`src/rtl/mem_stage_ctrl_pkg.sv`:
```
// Shared types for the memory stage: widths, FSM states and
// the registered writeback bundle handed to MEM/WB.
package mem_stage_ctrl_pkg;

    localparam int DATA_W = 16;
    localparam int SEL_W  = 3;

    typedef enum logic [1:0] {
        IDLE,
        WAIT,
        HALT
    } state_t;

    typedef struct packed {
        logic              valid;
        logic              en;
        logic [SEL_W-1:0]  sel;
        logic [DATA_W-1:0] data;
        logic              dump;
        logic              err;
    } wb_t;

endpackage

```
`src/rtl/mem_stage_ctrl_if.sv`:
```
// Data-memory request/done bus between the memory stage and the memory.
// master: mem_req, mem_wr, mem_addr, mem_wdata out; mem_rdata, mem_done in.
interface mem_stage_ctrl_if;
    import mem_stage_ctrl_pkg::*;

    logic              mem_req;
    logic              mem_wr;
    logic [DATA_W-1:0] mem_addr;
    logic [DATA_W-1:0] mem_wdata;
    logic [DATA_W-1:0] mem_rdata;
    logic              mem_done;

    modport master (
        output mem_req,
        output mem_wr,
        output mem_addr,
        output mem_wdata,
        input  mem_rdata,
        input  mem_done
    );

    modport slave (
        input  mem_req,
        input  mem_wr,
        input  mem_addr,
        input  mem_wdata,
        output mem_rdata,
        output mem_done
    );

endinterface

```
`src/rtl/mem_stage_ctrl_ctr.sv`:
```
// Clear/enable wait counter; tc is high once the count equals TIMEOUT.
// Ports: clk, rst (async active-low), clr, en in; tc out.
module mem_timeout_ctr #(
    parameter int TIMEOUT = 15,
    localparam int W = $clog2(TIMEOUT + 1)
) (
    input  logic clk,
    input  logic rst,
    input  logic clr,
    input  logic en,
    output logic tc
);

    logic [W-1:0] cnt;

    always_ff @(posedge clk or negedge rst) begin
        if (!rst) begin
            cnt <= '0;
        end else if (clr) begin
            cnt <= '0;
        end else if (en) begin
            cnt <= cnt + W'(1);
        end
    end

    assign tc = (cnt == W'(TIMEOUT));

endmodule

```
`src/rtl/mem_stage_ctrl.sv`:
```
// Memory stage: issues data-memory accesses, stalls upstream while one is
// outstanding, and registers the writeback bundle for MEM/WB.
// Ports: clk, rst (async active-low), EX/MEM inputs (*_in), stall_out,
// mem (request/done bus, master side), registered wb outputs and halted.
module mem_stage_ctrl
    import mem_stage_ctrl_pkg::*;
#(
    parameter int TIMEOUT = 15
) (
    input  logic                clk,
    input  logic                rst,
    input  logic                valid_in,
    input  logic                mem_to_reg_in,
    input  logic                mem_write_in,
    input  logic                reg_wr_en_in,
    input  logic [SEL_W-1:0]    reg_wr_sel_in,
    input  logic [DATA_W-1:0]   result_in,
    input  logic [DATA_W-1:0]   B_in,
    input  logic                dump_in,
    output logic                stall_out,
    mem_stage_ctrl_if.master    mem,
    output logic                valid_out,
    output logic                wb_en,
    output logic [SEL_W-1:0]    wb_sel,
    output logic [DATA_W-1:0]   wb_data,
    output logic                dump_out,
    output logic                err_out,
    output logic                halted
);

    state_t           state;
    wb_t              wb_q;
    logic [SEL_W-1:0] lat_sel;
    logic             lat_load;
    logic             lat_en;
    logic             mem_op;
    logic             misal;
    logic             in_wait;
    logic             tc;
    logic             ctr_clr;

    assign mem_op  = valid_in & (mem_to_reg_in | mem_write_in);
    assign misal   = result_in[0];
    assign in_wait = (state == WAIT);

    // Count only in WAIT; a completion or abort restarts from zero.
    assign ctr_clr = ~in_wait | mem.mem_done | tc;

    mem_timeout_ctr #(
        .TIMEOUT(TIMEOUT)
    ) u_ctr (
        .clk(clk),
        .rst(rst),
        .clr(ctr_clr),
        .en (in_wait),
        .tc (tc)
    );

    // Dump takes priority over a memory op, matching the state update.
    always_comb begin
        stall_out = 1'b0;
        case (state)
            IDLE:    stall_out = mem_op & ~dump_in & ~misal;
            WAIT:    stall_out = ~mem.mem_done & ~tc;
            HALT:    stall_out = 1'b1;
            default: stall_out = 1'b0;
        endcase
    end

    always_ff @(posedge clk or negedge rst) begin
        if (!rst) begin
            state         <= IDLE;
            wb_q          <= '0;
            lat_sel       <= '0;
            lat_load      <= 1'b0;
            lat_en        <= 1'b0;
            halted        <= 1'b0;
            mem.mem_req   <= 1'b0;
            mem.mem_wr    <= 1'b0;
            mem.mem_addr  <= '0;
            mem.mem_wdata <= '0;
        end else begin
            mem.mem_req <= 1'b0;
            wb_q.valid  <= 1'b0;
            wb_q.en     <= 1'b0;
            wb_q.dump   <= 1'b0;
            wb_q.err    <= 1'b0;
            case (state)
                IDLE: begin
                    if (!valid_in) begin
                        state <= IDLE;
                    end else if (dump_in) begin
                        wb_q.valid <= 1'b1;
                        wb_q.en    <= reg_wr_en_in;
                        wb_q.sel   <= reg_wr_sel_in;
                        wb_q.data  <= result_in;
                        wb_q.dump  <= 1'b1;
                        halted     <= 1'b1;
                        state      <= HALT;
                    end else if (mem_op && misal) begin
                        wb_q.valid <= 1'b1;
                        wb_q.err   <= 1'b1;
                    end else if (mem_op) begin
                        state         <= WAIT;
                        mem.mem_req   <= 1'b1;
                        mem.mem_wr    <= mem_write_in;
                        mem.mem_addr  <= result_in;
                        mem.mem_wdata <= B_in;
                        lat_sel       <= reg_wr_sel_in;
                        lat_load      <= ~mem_write_in;
                        lat_en        <= reg_wr_en_in;
                    end else begin
                        wb_q.valid <= 1'b1;
                        wb_q.en    <= reg_wr_en_in;
                        wb_q.sel   <= reg_wr_sel_in;
                        wb_q.data  <= result_in;
                    end
                end
                WAIT: begin
                    if (mem.mem_done) begin
                        state      <= IDLE;
                        wb_q.valid <= 1'b1;
                        wb_q.sel   <= lat_sel;
                        if (lat_load) begin
                            wb_q.en   <= lat_en;
                            wb_q.data <= mem.mem_rdata;
                        end else begin
                            wb_q.data <= mem.mem_addr;
                        end
                    end else if (tc) begin
                        state      <= IDLE;
                        wb_q.valid <= 1'b1;
                        wb_q.err   <= 1'b1;
                    end
                end
                HALT: begin
                    state <= HALT;
                end
                default: begin
                    state <= IDLE;
                end
            endcase
        end
    end

    assign valid_out = wb_q.valid;
    assign wb_en     = wb_q.en;
    assign wb_sel    = wb_q.sel;
    assign wb_data   = wb_q.data;
    assign dump_out  = wb_q.dump;
    assign err_out   = wb_q.err;

endmodule

```
`src/flat_wrapper.sv`:
```
// flat-port wrapper written by rule: the top's interface ports become plain ports
module mem_stage_ctrl_flat import mem_stage_ctrl_pkg::*;
#(
    parameter int TIMEOUT = 15
)
  (clk, rst, valid_in, mem_to_reg_in, mem_write_in, reg_wr_en_in, reg_wr_sel_in, result_in, B_in, dump_in, stall_out, valid_out, wb_en, wb_sel, wb_data, dump_out, err_out, halted, mem_mem_req, mem_mem_wr, mem_mem_addr, mem_mem_wdata, mem_mem_rdata, mem_mem_done);
  mem_stage_ctrl_if mem_i ();
  input  logic clk;
  input  logic rst;
  input  logic valid_in;
  input  logic mem_to_reg_in;
  input  logic mem_write_in;
  input  logic reg_wr_en_in;
  input  logic [SEL_W-1:0] reg_wr_sel_in;
  input  logic [DATA_W-1:0] result_in;
  input  logic [DATA_W-1:0] B_in;
  input  logic dump_in;
  output logic stall_out;
  output logic valid_out;
  output logic wb_en;
  output logic [SEL_W-1:0] wb_sel;
  output logic [DATA_W-1:0] wb_data;
  output logic dump_out;
  output logic err_out;
  output logic halted;
  output wire logic [$bits(mem_i.mem_req)-1:0] mem_mem_req;
  output wire logic [$bits(mem_i.mem_wr)-1:0] mem_mem_wr;
  output wire logic [$bits(mem_i.mem_addr)-1:0] mem_mem_addr;
  output wire logic [$bits(mem_i.mem_wdata)-1:0] mem_mem_wdata;
  input wire logic [$bits(mem_i.mem_rdata)-1:0] mem_mem_rdata;
  input wire logic [$bits(mem_i.mem_done)-1:0] mem_mem_done;
  assign mem_mem_req = mem_i.mem_req;
  assign mem_mem_wr = mem_i.mem_wr;
  assign mem_mem_addr = mem_i.mem_addr;
  assign mem_mem_wdata = mem_i.mem_wdata;
  assign mem_i.mem_rdata = mem_mem_rdata;
  assign mem_i.mem_done = mem_mem_done;
  mem_stage_ctrl #(.TIMEOUT(TIMEOUT)) u_core (.clk(clk), .rst(rst), .valid_in(valid_in), .mem_to_reg_in(mem_to_reg_in), .mem_write_in(mem_write_in), .reg_wr_en_in(reg_wr_en_in), .reg_wr_sel_in(reg_wr_sel_in), .result_in(result_in), .B_in(B_in), .dump_in(dump_in), .stall_out(stall_out), .mem(mem_i), .valid_out(valid_out), .wb_en(wb_en), .wb_sel(wb_sel), .wb_data(wb_data), .dump_out(dump_out), .err_out(err_out), .halted(halted));
endmodule
```
`config.mk`:
```
export PLATFORM = sky130hd
export DESIGN_NAME = mem_stage_ctrl_flat
export DESIGN_NICKNAME = d
export VERILOG_FILES = /design/src/rtl/mem_stage_ctrl_pkg.sv /design/src/rtl/mem_stage_ctrl_if.sv /design/src/rtl/mem_stage_ctrl_ctr.sv /design/src/rtl/mem_stage_ctrl.sv /design/src/flat_wrapper.sv
export SDC_FILE = /design/constraint.sdc
export NUM_CORES = 1
export LEC_CHECK = 0
export ABC_AREA = 1
export CAP_MARGIN = 20
export CORE_MARGIN = 3
export CORE_UTILIZATION = 51
export CTS_BUF_LIST = sky130_fd_sc_hd__clkbuf_2
export DETAILED_ROUTE_END_ITERATION = 8
export DONT_BUFFER_PORTS = 1
export GPL_ROUTABILITY_DRIVEN = 0
export HOLD_SLACK_MARGIN = 0.12
export PLACE_DENSITY = 0.75
export SLEW_MARGIN = 20
export SYNTH_ARGS = -nofsm -noshare
export SYNTH_HDL_FRONTEND = slang
export SYNTH_SLANG_ARGS = --single-unit
```
`constraint.sdc`:
```
create_clock -name clk -period 1.8 [get_ports clk]
set_input_delay 0.09 -clock clk [delete_from_list [all_inputs] [get_ports clk]]
set_output_delay 0.09 -clock clk [all_outputs]
set_load 0.005 [all_outputs]
```
==> flow_metrics.py, run 1 <==
metrics = {
    "worst_setup_path": {
        "slowest_stage_delay_on_critical_path_ns": 0.55,
        "timing.setup.critical_path_class": "reg -> reg",
        "cp_data_arrival_time_ns": 2.15,
        "path_cells": "nor2_4 -> nand3_2 -> buf_12 -> nand2_1 -> nand2_1 -> dlygate4sd3_1",
        "cp.required_ns": 2.19,
        "critical-path-slowest-cell": "dlygate4sd3_1",
        "crit_path_frequent_cell": "nand2_1",
        "critical_path_buf_inv_count": 2,
        "end_kind": "flop",
        "worstPathMaxFanout": 33,
        "crit_family": "buffers and inverters",
        "critical_path.startpoint_type": "flop",
    },
    "die": {
        "num_rows": 28,
        "ios": 118,
        "design.die.area_um2": 7380,
        "die_width_um": 85.9,
        "core_area_um2": 6060,
        "start_util": 0.537,
        "die_h_um": 85.9,
    },
    "sta": {
        "slew_viols_final": 0,
        "max_freq_mhz": 570,
        "finalSetupViolations": 0,
        "worst_slew_margin_rel": 0.491,
        "finalCritPeriodShare": 0.975,
        "timing_worst_slew_pin_value_ns": 0.761,
        "hold_viol_final": 19,
        "setup_slack_ns": 0.0443,
        "rsz_0062_raised_after_global_routing": "yes",
        "final.hold.worst_slack_ns": -0.165,
        "skew_ns": 0.0212,
        "layout_min_cycle_time_ns": 1.76,
    },
    "cts": {
        "clk_path_buf_depth": 2,
        "cts.sink_count": 69,
        "clk_pin_slew_worst_paths_ns": 0.19,
        "clock_latency_ns": 0.49,
        "maximum_level_of_the_cts_h_tree": 3,
        "cts_tree": "built",
        "cts_root_buffer": "clkbuf_2",
        "cts_inserted_buffers": 9,
    },
    "place": {
        "post-place-ws_ns": 0.452,
        "placed_cell_area_um2": 3300,
        "place_hpwl_mm": 5.26,
        "port-buffer-count": 0,
    },
    "yosys": {
        "post_synthesis_average_cell_area_um2": 7.92,
        "synth-async-reset-ratio": 1.00,
        "synth_seq_area_share": 0.530,
        "synthesis.instances": 411,
        "synthFlopType": "dfrtp_1",
        "synth_warnings": 0,
        "synthesis.area_um2": 3260,
        "synth_fp_nets": 471,
        "synth_cell_type_count": 22,
        "flops_latches_synth": 69,
        "number_of_enable_flip_flop_cells_after_synthesis": 0,
    },
    "layout": {
        "drive_above_1_share": 0.0766,
        "final_core_util": 0.667,
        "num-fill-cells": 466,
        "syn2layout_area_growth_pct": 24.1,
        "finish.net_count": 526,
        "design_area_um2": 4040,
        "num_antenna_cells": 0,
    },
    "routing": {
        "drtAntennaViolNets": 0,
        "drc": 0,
        "detailed_route_vias_per_instance": 5.61,
        "dr_total_vias": 3059,
        "detail_route.iter0.violations": 202,
        "drt_total_wl_mm": 9.37,
        "drt-pass1-iter-count": 4,
        "post_drt_wl_per_cell_um": 17.2,
    },
    "global_route": {
        "antenna_found_initial": 0,
        "gr-total-overflow": 0,
        "largest_net_degree_at_the_start_of_global_routing": 56,
        "grt_first_pass_wirelength_mm": 15.0,
        "grt_pass1_vias": 3089,
        "grt_util_all_layers": 0.260,
    },
    "hold_path": {
        "path_type_of_the_worst_min_delay_path": "in -> reg",
    },
    "status": {
        "failed_checks": "negative hold slack",
        "status": "finished with violations",
    },
    "pwr": {
        "power_leakage_nw": 2.02,
        "power_per_unit_of_standard_cell_area_nw_per_um2": 603,
        "worst_ir_drop_vdd_mv": 0.463,
    },
    "flow_run": {
        "count_of_maximum_capacitance_violations": 0,
    },
}
layer usage:
| metal | vias to the layer above | share of wire | global-route usage |
|---|---|---|---|
| met4 | 0 | 0.024 | 0.131 |
| met1 | 1442 | 0.40 | 0.310 |
| met2 | 156 | 0.49 | 0.424 |
| li1 | 1440 | - | - |
| met3 | 21 | 0.094 | 0.0817 |
| met5 | - | 0 | 0 |
tightest hold or removal path, cell delays in order:
cell and delay [ns]:
nand3_1 0.06, nor2_1 0.04, nor2_1 0.07, nand2_1 0.05
synthesized netlist by cell type, types with 2 or more instances:
library cell	count	area share
dfrtp_1	69	0.53
buf_2	17	0.026
buf_4	7	0.016
nor2_2	3	0.0058
inv_2	2	0.0023
o22ai_1	2	0.0038
nor2_1	48	0.055
nand2_1	156	0.18
clkbuf_1	2	0.0023
a21oi_1	16	0.025
inv_1	15	0.017
nor3_1	2	0.0031
nand4_1	38	0.073
nand3_1	26	0.040
per-stage QoR:
step                      instances  total power, mW  TNS, ns
after floorplan                 411             1.63        0
after global placement          467             1.63        0
after detailed placement        467             1.64        0
after CTS                       542             2.44        0
after global routing            545             2.54   -0.194
final                           545             2.43        0
cell type report:
cell class | instances | area [um^2] | share of cell area
Timing Repair Buffer | 72 | 762 | 0.189
Sequential cell | 69 | 1730 | 0.428
Inverter | 17 | 63.8 | 0.0158
Clock buffer | 11 | 55.1 | 0.0136
Multi-Input combinational cell | 297 | 1320 | 0.327
Tap cell | 75 | 93.8 | 0.0232
Clock inverter | 4 | 16.3 | 0.00403
path summary, 6_finish.rpt:
path                                                 start                                    to  slack, ns  cells after the start
max                            u_core.state[0]$_DFFE_PN0P_  u_core.mem.mem_wdata[14]$_DFFE_PN0P_       0.04                      6
min reg2reg                u_core.u_ctr.cnt[0]$_DFFE_PN0P_       u_core.u_ctr.cnt[0]$_DFFE_PN0P_       0.47                      1
min                                               valid_in        u_core.wb_data[11]$_DFFE_PN0P_      -0.17                      4
max reg2reg                    u_core.state[0]$_DFFE_PN0P_  u_core.mem.mem_wdata[14]$_DFFE_PN0P_       0.04                      6
min in group asynchronous                              rst    u_core.mem.mem_addr[6]$_DFFE_PN0P_       0.16                      3
max in group asynchronous                              rst    u_core.mem.mem_addr[4]$_DFFE_PN0P_       0.45                      3
registers in the layout, summed over array words and instances (netlist names), 2 cells and up:
register and cells:
u_core.lat_sel 3, u_core.mem.mem_addr 16, u_core.mem.mem_wdata 16, u_core.state 2, u_core.u_ctr.cnt 4, u_core.wb_data 16
u_core.wb_sel 3
power by group:
group | internal, mW | total, mW | switching (mW)
registers | 1.55 | 1.55 | 0.000898
clock network | 0.171 | 0.686 | 0.515
logic | 0.0923 | 0.195 | 0.102
total | 1.82 | 2.43 | 0.618
kinds of logic after synthesis:
group                    after synthesis  synth area share
flip-flops                            69             0.530
AND/OR/NAND/NOR                      276             0.364
buffers and inverters                 45            0.0688
XOR/XNOR                               1           0.00269
adder cells (fa/ha/maj)                1           0.00384
AO/OA/AOI/OAI                         19            0.0300
cells in the final DEF (no fill, tap or decap), types with 2 or more instances in the layout:
master / n
nand2_1: 156
dfrtp_1: 67
dlygate4sd3_1: 59
nor2_1: 48
nand4_1: 38
nand3_1: 25
a21oi_1: 16
inv_1: 15
clkbuf_2: 11
buf_4: 7
buf_12: 4
clkinv_1: 3
inv_2: 2
nor2_4: 2
o22ai_1: 2
nor3_1: 2
dfrtp_2: 2
what timing repair did:
action	CTS	global route
resized for setup	0	3
hold buffers	60	3
setup endpoints to repair	0	15
buffers inserted	0	1
endpoints found under the hold margin	137	40
Power figures use the tool's default switching activity.
==> run 2: changes to the inputs <==
Settings changed: RECOVER_POWER set to 25.
==> run 2 against run 1 <==
  * The flow still finishes with violations (negative hold slack)
  * Combinational power shrank 8%
  * Critical path depth is the same
  * Clock power shrank 1%
  * Non-clock buffer count is the same
  * Design area shrank 1.4%
  * Worst setup slack lost 0.0031 ns
  * First-iteration DRC count grew 0.99%
  * Critical path type unchanged
  * Critical endpoint unchanged
  * Largest cell class unchanged
==> flow_metrics.py, run 2 (synthesized netlist as in run 1, its figures left out) <==
metrics = {
    "pwr": {
        "power_mw": 2.41,
        "worst_ir_drop_vdd_mv": 0.459,
        "power_leakage_nw": 1.99,
        "power_per_unit_of_standard_cell_area_nw_per_um2": 605,
    },
    "worst_setup_path": {
        "critical-path-slowest-cell": "dlygate4sd3_1",
        "timing.setup.critical_path_class": "reg -> reg",
        "crit_path_frequent_cell": "nand2_1",
        "worst_r2r_startpoint": "u_core.state[1]$_DFFE_PN0P_",
        "worstRegToRegCells": 6,
        "worst_r2r_end": "u_core.mem.mem_wdata[14]$_DFFE_PN0P_",
        "worstPathMaxFanout": 33,
        "rrSetupSlack_ns": 0.04,
        "cp.required_ns": 2.19,
        "path_cells": "nor2_4 -> nand3_2 -> buf_12 -> nand2_1 -> nand2_1 -> dlygate4sd3_1",
        "end_kind": "flop",
        "slowest_stage_delay_on_critical_path_ns": 0.55,
        "critical_path.startpoint_type": "flop",
        "critical_path_buf_inv_count": 2,
        "crit_family": "buffers and inverters",
        "cp_data_arrival_time_ns": 2.15,
        "startpoint": "u_core.state[1]$_DFFE_PN0P_",
    },
    "routing": {
        "post_drt_wl_per_cell_um": 17.1,
        "drtAntennaViolNets": 0,
        "dr_total_vias": 3059,
        "drt-pass1-iter-count": 4,
        "drc": 0,
        "drt_total_wl_mm": 9.32,
        "detailed_route_vias_per_instance": 5.61,
        "detail_route.iter0.violations": 204,
    },
    "place": {
        "placed_cells_incl_taps": 467,
        "port-buffer-count": 0,
        "place_hpwl_mm": 5.26,
    },
    "cts": {
        "cts_inserted_buffers": 9,
        "clk_path_buf_depth": 2,
        "cts.sink_count": 69,
        "cts_tree": "built",
        "clock_latency_ns": 0.48,
        "clk_pin_slew_worst_paths_ns": 0.18,
        "cts_root_buffer": "clkbuf_2",
        "maximum_level_of_the_cts_h_tree": 3,
    },
    "die": {
        "num_rows": 28,
        "ios": 118,
        "die_width_um": 85.9,
        "start_util": 0.537,
        "die_h_um": 85.9,
        "core_area_um2": 6060,
        "design.die.area_um2": 7380,
    },
    "hold_path": {
        "min_delay_path_depth": 4,
        "path_type_of_the_worst_min_delay_path": "in -> reg",
        "worstHoldStart": "valid_in",
        "hold_path_end": "u_core.wb_data[1]$_DFFE_PN0P_",
    },
    "layout": {
        "finish.net_count": 526,
        "stdcell_count": 545,
        "num-fill-cells": 473,
        "layout_commonest_cell": "nand2_1",
        "drive_above_1_share": 0.0723,
        "syn2layout_area_growth_pct": 22.4,
        "most-common-layout-cells": "156 x nand2_1, 67 x dfrtp_1, 59 x dlygate4sd3_1",
        "num_antenna_cells": 0,
    },
    "sta": {
        "finalSetupViolations": 0,
        "final.hold.worst_slack_ns": -0.154,
        "worst_slew_margin_rel": 0.245,
        "layout_min_cycle_time_ns": 1.76,
        "timing_worst_slew_pin_value_ns": 1.13,
        "rsz_0062_raised_after_global_routing": "yes",
        "finalCritPeriodShare": 0.977,
        "hold_viol_final": 19,
        "skew_ns": 0.0203,
        "max_freq_mhz": 569,
        "slew_viols_final": 0,
    },
    "flow_run": {
        "count_of_maximum_capacitance_violations": 0,
    },
    "status": {
        "status": "finished with violations",
        "failed_checks": "negative hold slack",
    },
    "global_route": {
        "gr-total-overflow": 0,
        "antenna_found_initial": 0,
        "grt_pass1_vias": 3089,
        "grt_util_all_layers": 0.260,
        "largest_net_degree_at_the_start_of_global_routing": 56,
        "grt_first_pass_wirelength_mm": 15.0,
    },
}
-- run 2: changes by cell type in the layout (fill, tap and decap cells not counted) --
cell | before | now
buf_12 | 4 | 2
buf_16 | 1 | 0
clkbuf_1 | 0 | 2
clkbuf_2 | 11 | 12
-- run 2: where the power goes --
part | switching [mW] | internal (mW) | total, mW
Clock | 0.506 | 0.171 | 0.678
Sequential | 0.000889 | 1.55 | 1.55
Combinational | 0.100 | 0.0789 | 0.179
-- run 2: area by class of cell --
cell class,count,area [um^2],share of cell area
sequential,69,1730,0.434
tap,75,93.8,0.0235
multi-input combinational,297,1320,0.331
clock buffer,11,55.1,0.0138
clock inverter,4,16.3,0.00408
timing repair buffer,72,707,0.177
inverter,17,63.8,0.0160
-- run 2: stage by stage --
stage / cell area (um^2) / util / hold WS (ns) / worst slack [ns] / TNS [ns]
6_report: 3990 / 0.658 / -0.154 / 0.0412 / 0
3_3_place_gp: 3300 / 0.544 / -0.203 / 0.494 / 0
4_1_cts: 3990 / 0.658 / -0.220 / 0.0141 / 0
3_5_place_dp: 3300 / 0.544 / -0.203 / 0.452 / 0
5_1_grt: 3990 / 0.658 / -0.166 / -0.0432 / -0.194
2_1_floorplan: 3260 / - / -0.206 / 0.615 / 0
-- run 2: worst register-to-register path: stages, from the launching register on --
cell           delay, ns
dfrtp_2             0.47
nor2_4              0.16
nand3_2             0.15
buf_12              0.21
nand2_1             0.09
nand2_1             0.05
dlygate4sd3_1       0.55
-- run 2: timing repair --
| action | in CTS | in global routing |
|---|---|---|
| endpoints found under the setup margin | 0 | 15 |
| gates resized for setup | 0 | 3 |
| hold buffers | 60 | 3 |
| setup buffers | 0 | 1 |
| endpoints found under the hold margin | 137 | 40 |
-- run 2: layer usage --
layer,global-route usage,vias up,wire length (um)
met4,0.131,0,235
met3,0.0817,21,968
met2,0.424,166,4520
met1,0.310,1427,3600
met5,0,-,0
li1,-,1445,-
-- run 2: how the worst max path moves through the flow --
| stage | endpoint | slack, ns | cells past startpoint |
|---|---|---|---|
| 6_report | u_core.mem.mem_wdata[14]$_DFFE_PN0P_ | 0.04 | 6 |
| 5_1_grt | u_core.lat_sel[0]$_DFFE_PN0P_ | -0.04 | 5 |
| 4_1_cts | stall_out | 0.01 | 4 |
| 3_5_place_dp | u_core.mem.mem_wdata[12]$_DFFE_PN0P_ | 0.45 | 5 |
| 3_3_place_gp | u_core.wb_data[5]$_DFFE_PN0P_ | 0.49 | 6 |
| 2_1_floorplan | u_core.wb_data[10]$_DFFE_PN0P_ | 0.62 | 7 |
==> run 3: changes to the inputs <==
Settings changed: CORE_UTILIZATION 51 to 60, CTS_BUF_LIST sky130_fd_sc_hd__clkbuf_2 to not set, PLACE_DENSITY 0.75 to 0.85.
==> run 3 against run 2 <==
  * The flow now finishes without violations
  * First-iteration DRC count shrank 26%
  * Critical path depth increased by 1
  * Combinational power up 15%
  * Clock-buffer cell count rose by 1
  * Global-route usage grew 5.1 points
  * Critical path type unchanged
  * Sequential power hardly changed
  * Fmax increased by 2.2%
  * Sequential share of layout area fell by 2.0 points
==> flow_metrics.py, run 3 (synthesized netlist as in run 1, its figures left out) <==
metrics = {
    "status": {
        "status": "finished clean",
    },
    "pwr": {
        "power.switching_fraction": 0.216,
        "combPwrFrac": 0.065,
        "power.clock.fraction": 0.449,
        "seqPwrFrac": 0.486,
        "p_int_mw": 2.50,
        "power_per_unit_of_standard_cell_area_nw_per_um2": 764,
        "p_switching_mw": 0.689,
        "power_leakage_nw": 2.08,
        "worst_ir_drop_vdd_mv": 0.635,
    },
    "routing": {
        "drc": 0,
        "drt-pass1-iter-count": 5,
        "detailed_route_vias_per_instance": 5.71,
        "detail_route.iter0.violations": 151,
        "wl_met1_mm": 3.53,
        "wl_met2_mm": 4.69,
        "met3WireLength_um": 714,
        "drtAntennaViolNets": 0,
        "drt_total_wl_mm": 9.21,
        "post_drt_wl_per_cell_um": 16.9,
        "top_layer": "met4",
        "dr_total_vias": 3115,
    },
    "place": {
        "port-buffer-count": 0,
        "place_hpwl_mm": 5.19,
        "placed_cells_incl_taps": 462,
    },
    "sta": {
        "timing_worst_slew_pin_value_ns": 0.948,
        "finalSetupViolations": 0,
        "rsz_0062_raised_after_global_routing": "no",
        "layout_min_cycle_time_ns": 1.72,
        "hold_viol_final": 0,
        "skew_ns": 0.00602,
        "finalCritPeriodShare": 0.956,
        "total_negative_setup_slacks_ns": 0,
        "slew_viols_final": 0,
        "worst_slew_margin_rel": 0.368,
        "max_freq_mhz": 581,
    },
    "global_route": {
        "grt_pass1_vias": 3241,
        "antenna_found_initial": 0,
        "grt_first_pass_wirelength_mm": 15.1,
        "largest_net_degree_at_the_start_of_global_routing": 70,
        "grt_util_all_layers": 0.311,
        "gr-total-overflow": 0,
    },
    "cts": {
        "maximum_level_of_the_cts_h_tree": 3,
        "clk_path_buf_depth": 2,
        "post-cts-setup-buffer-count": 0,
        "cts_tree": "built",
        "clock_latency_ns": 0.34,
        "cts_root_buffer": "clkbuf_8",
        "cts_inserted_buffers": 9,
        "cts.sink_count": 69,
        "clk_pin_slew_worst_paths_ns": 0.07,
    },
    "layout": {
        "num-fill-cells": 319,
        "multi_input_area_um2": 1320,
        "most-common-layout-cells": "156 x nand2_1, 68 x dfrtp_1, 67 x dlygate4sd3_1",
        "drive_above_1_share": 0.0714,
        "num_antenna_cells": 0,
        "finish.net_count": 531,
        "stdcell_count": 546,
        "layout_commonest_cell": "nand2_1",
        "sequential_cell_area_um2": 1730,
        "syn2layout_area_growth_pct": 28.2,
    },
    "die": {
        "start_util": 0.629,
        "core_area_um2": 5170,
        "num_rows": 26,
        "design.die.area_um2": 6350,
        "die_width_um": 79.7,
        "ios": 118,
        "die_h_um": 79.7,
    },
    "worst_setup_path": {
        "cp.required_ns": 2.03,
        "worstPathMaxFanout": 5,
        "timing.setup.critical_path_class": "reg -> reg",
        "end_kind": "flop",
        "cp_data_arrival_time_ns": 1.95,
        "critical_path.startpoint_type": "flop",
    },
    "flow_run": {
        "count_of_maximum_capacitance_violations": 0,
    },
    "hold_path": {
        "path_type_of_the_worst_min_delay_path": "in -> reg",
    },
}
## run 3: final cells by class
class	instances	area share
clock buffer	12	0.0372
clock inverter	4	0.0168
inverter	17	0.0153
multi-input combinational	297	0.315
sequential	69	0.414
tap	70	0.0210
timing repair buffer	77	0.181
## run 3: power groups by stage
stage	logic [mW]	registers, mW	clock network, mW
after floorplan	0.0483	1.58	0
after global routing	0.222	1.55	1.51
final	0.206	1.55	1.43
after detailed placement	0.0475	1.58	0
after CTS	0.206	1.55	1.43
after global placement	0.0470	1.58	0
## run 3: path summary, 6_finish.rpt
kind | start | end | slack, ns | cells past startpoint
max | u_core.state[1]$_DFFE_PN0P_ | u_core.halted$_DFFE_PN0P_ | 0.08 | 7
min | dump_in | u_core.mem.mem_addr[8]$_DFFE_PN0P_ | 0.14 | 5
min reg2reg | u_core.u_ctr.cnt[0]$_DFFE_PN0P_ | u_core.u_ctr.cnt[0]$_DFFE_PN0P_ | 0.47 | 1
max reg2reg | u_core.state[1]$_DFFE_PN0P_ | u_core.halted$_DFFE_PN0P_ | 0.08 | 7
max in group asynchronous | rst | u_core.state[0]$_DFFE_PN0P_ | 0.67 | 2
min in group asynchronous | rst | u_core.wb_data[13]$_DFFE_PN0P_ | 0.48 | 2
## run 3: repair_timing
action,4_1_cts,5_1_grt
endpoints found under the hold margin,136,0
hold buffers,68,0
endpoints found under the setup margin,0,7
gates resized for setup,0,3
## run 3: worst max-delay path: stages (launching register included)
cell and delay (ns):
dfrtp_1 0.44, inv_2 0.08, nand2_1 0.09, nor2_2 0.05
nand2_1 0.06, dlygate4sd3_1 0.57, inv_1 0.06, or2_2 0.27
## run 3: layer usage
| layer | vias to the layer above | track usage |
|---|---|---|
| li1 | 1452 | - |
| met1 | 1491 | 0.375 |
| met2 | 141 | 0.520 |
| met3 | 31 | 0.0711 |
| met4 | 0 | 0.158 |
| met5 | - | 0 |
## run 3: per-stage QoR
step	hold WS (ns)	utilization	cell area, um^2	total power [mW]	worst slack, ns
after CTS	0.138	0.809	4180	3.19	0.0671
after detailed placement	-0.204	0.630	3260	1.63	0.402
after global placement	-0.203	0.630	3260	1.63	0.455
final	0.144	0.807	4170	3.19	0.0786
after floorplan	-0.206	-	3260	1.63	0.615
after global routing	0.174	0.807	4170	3.28	0.000288
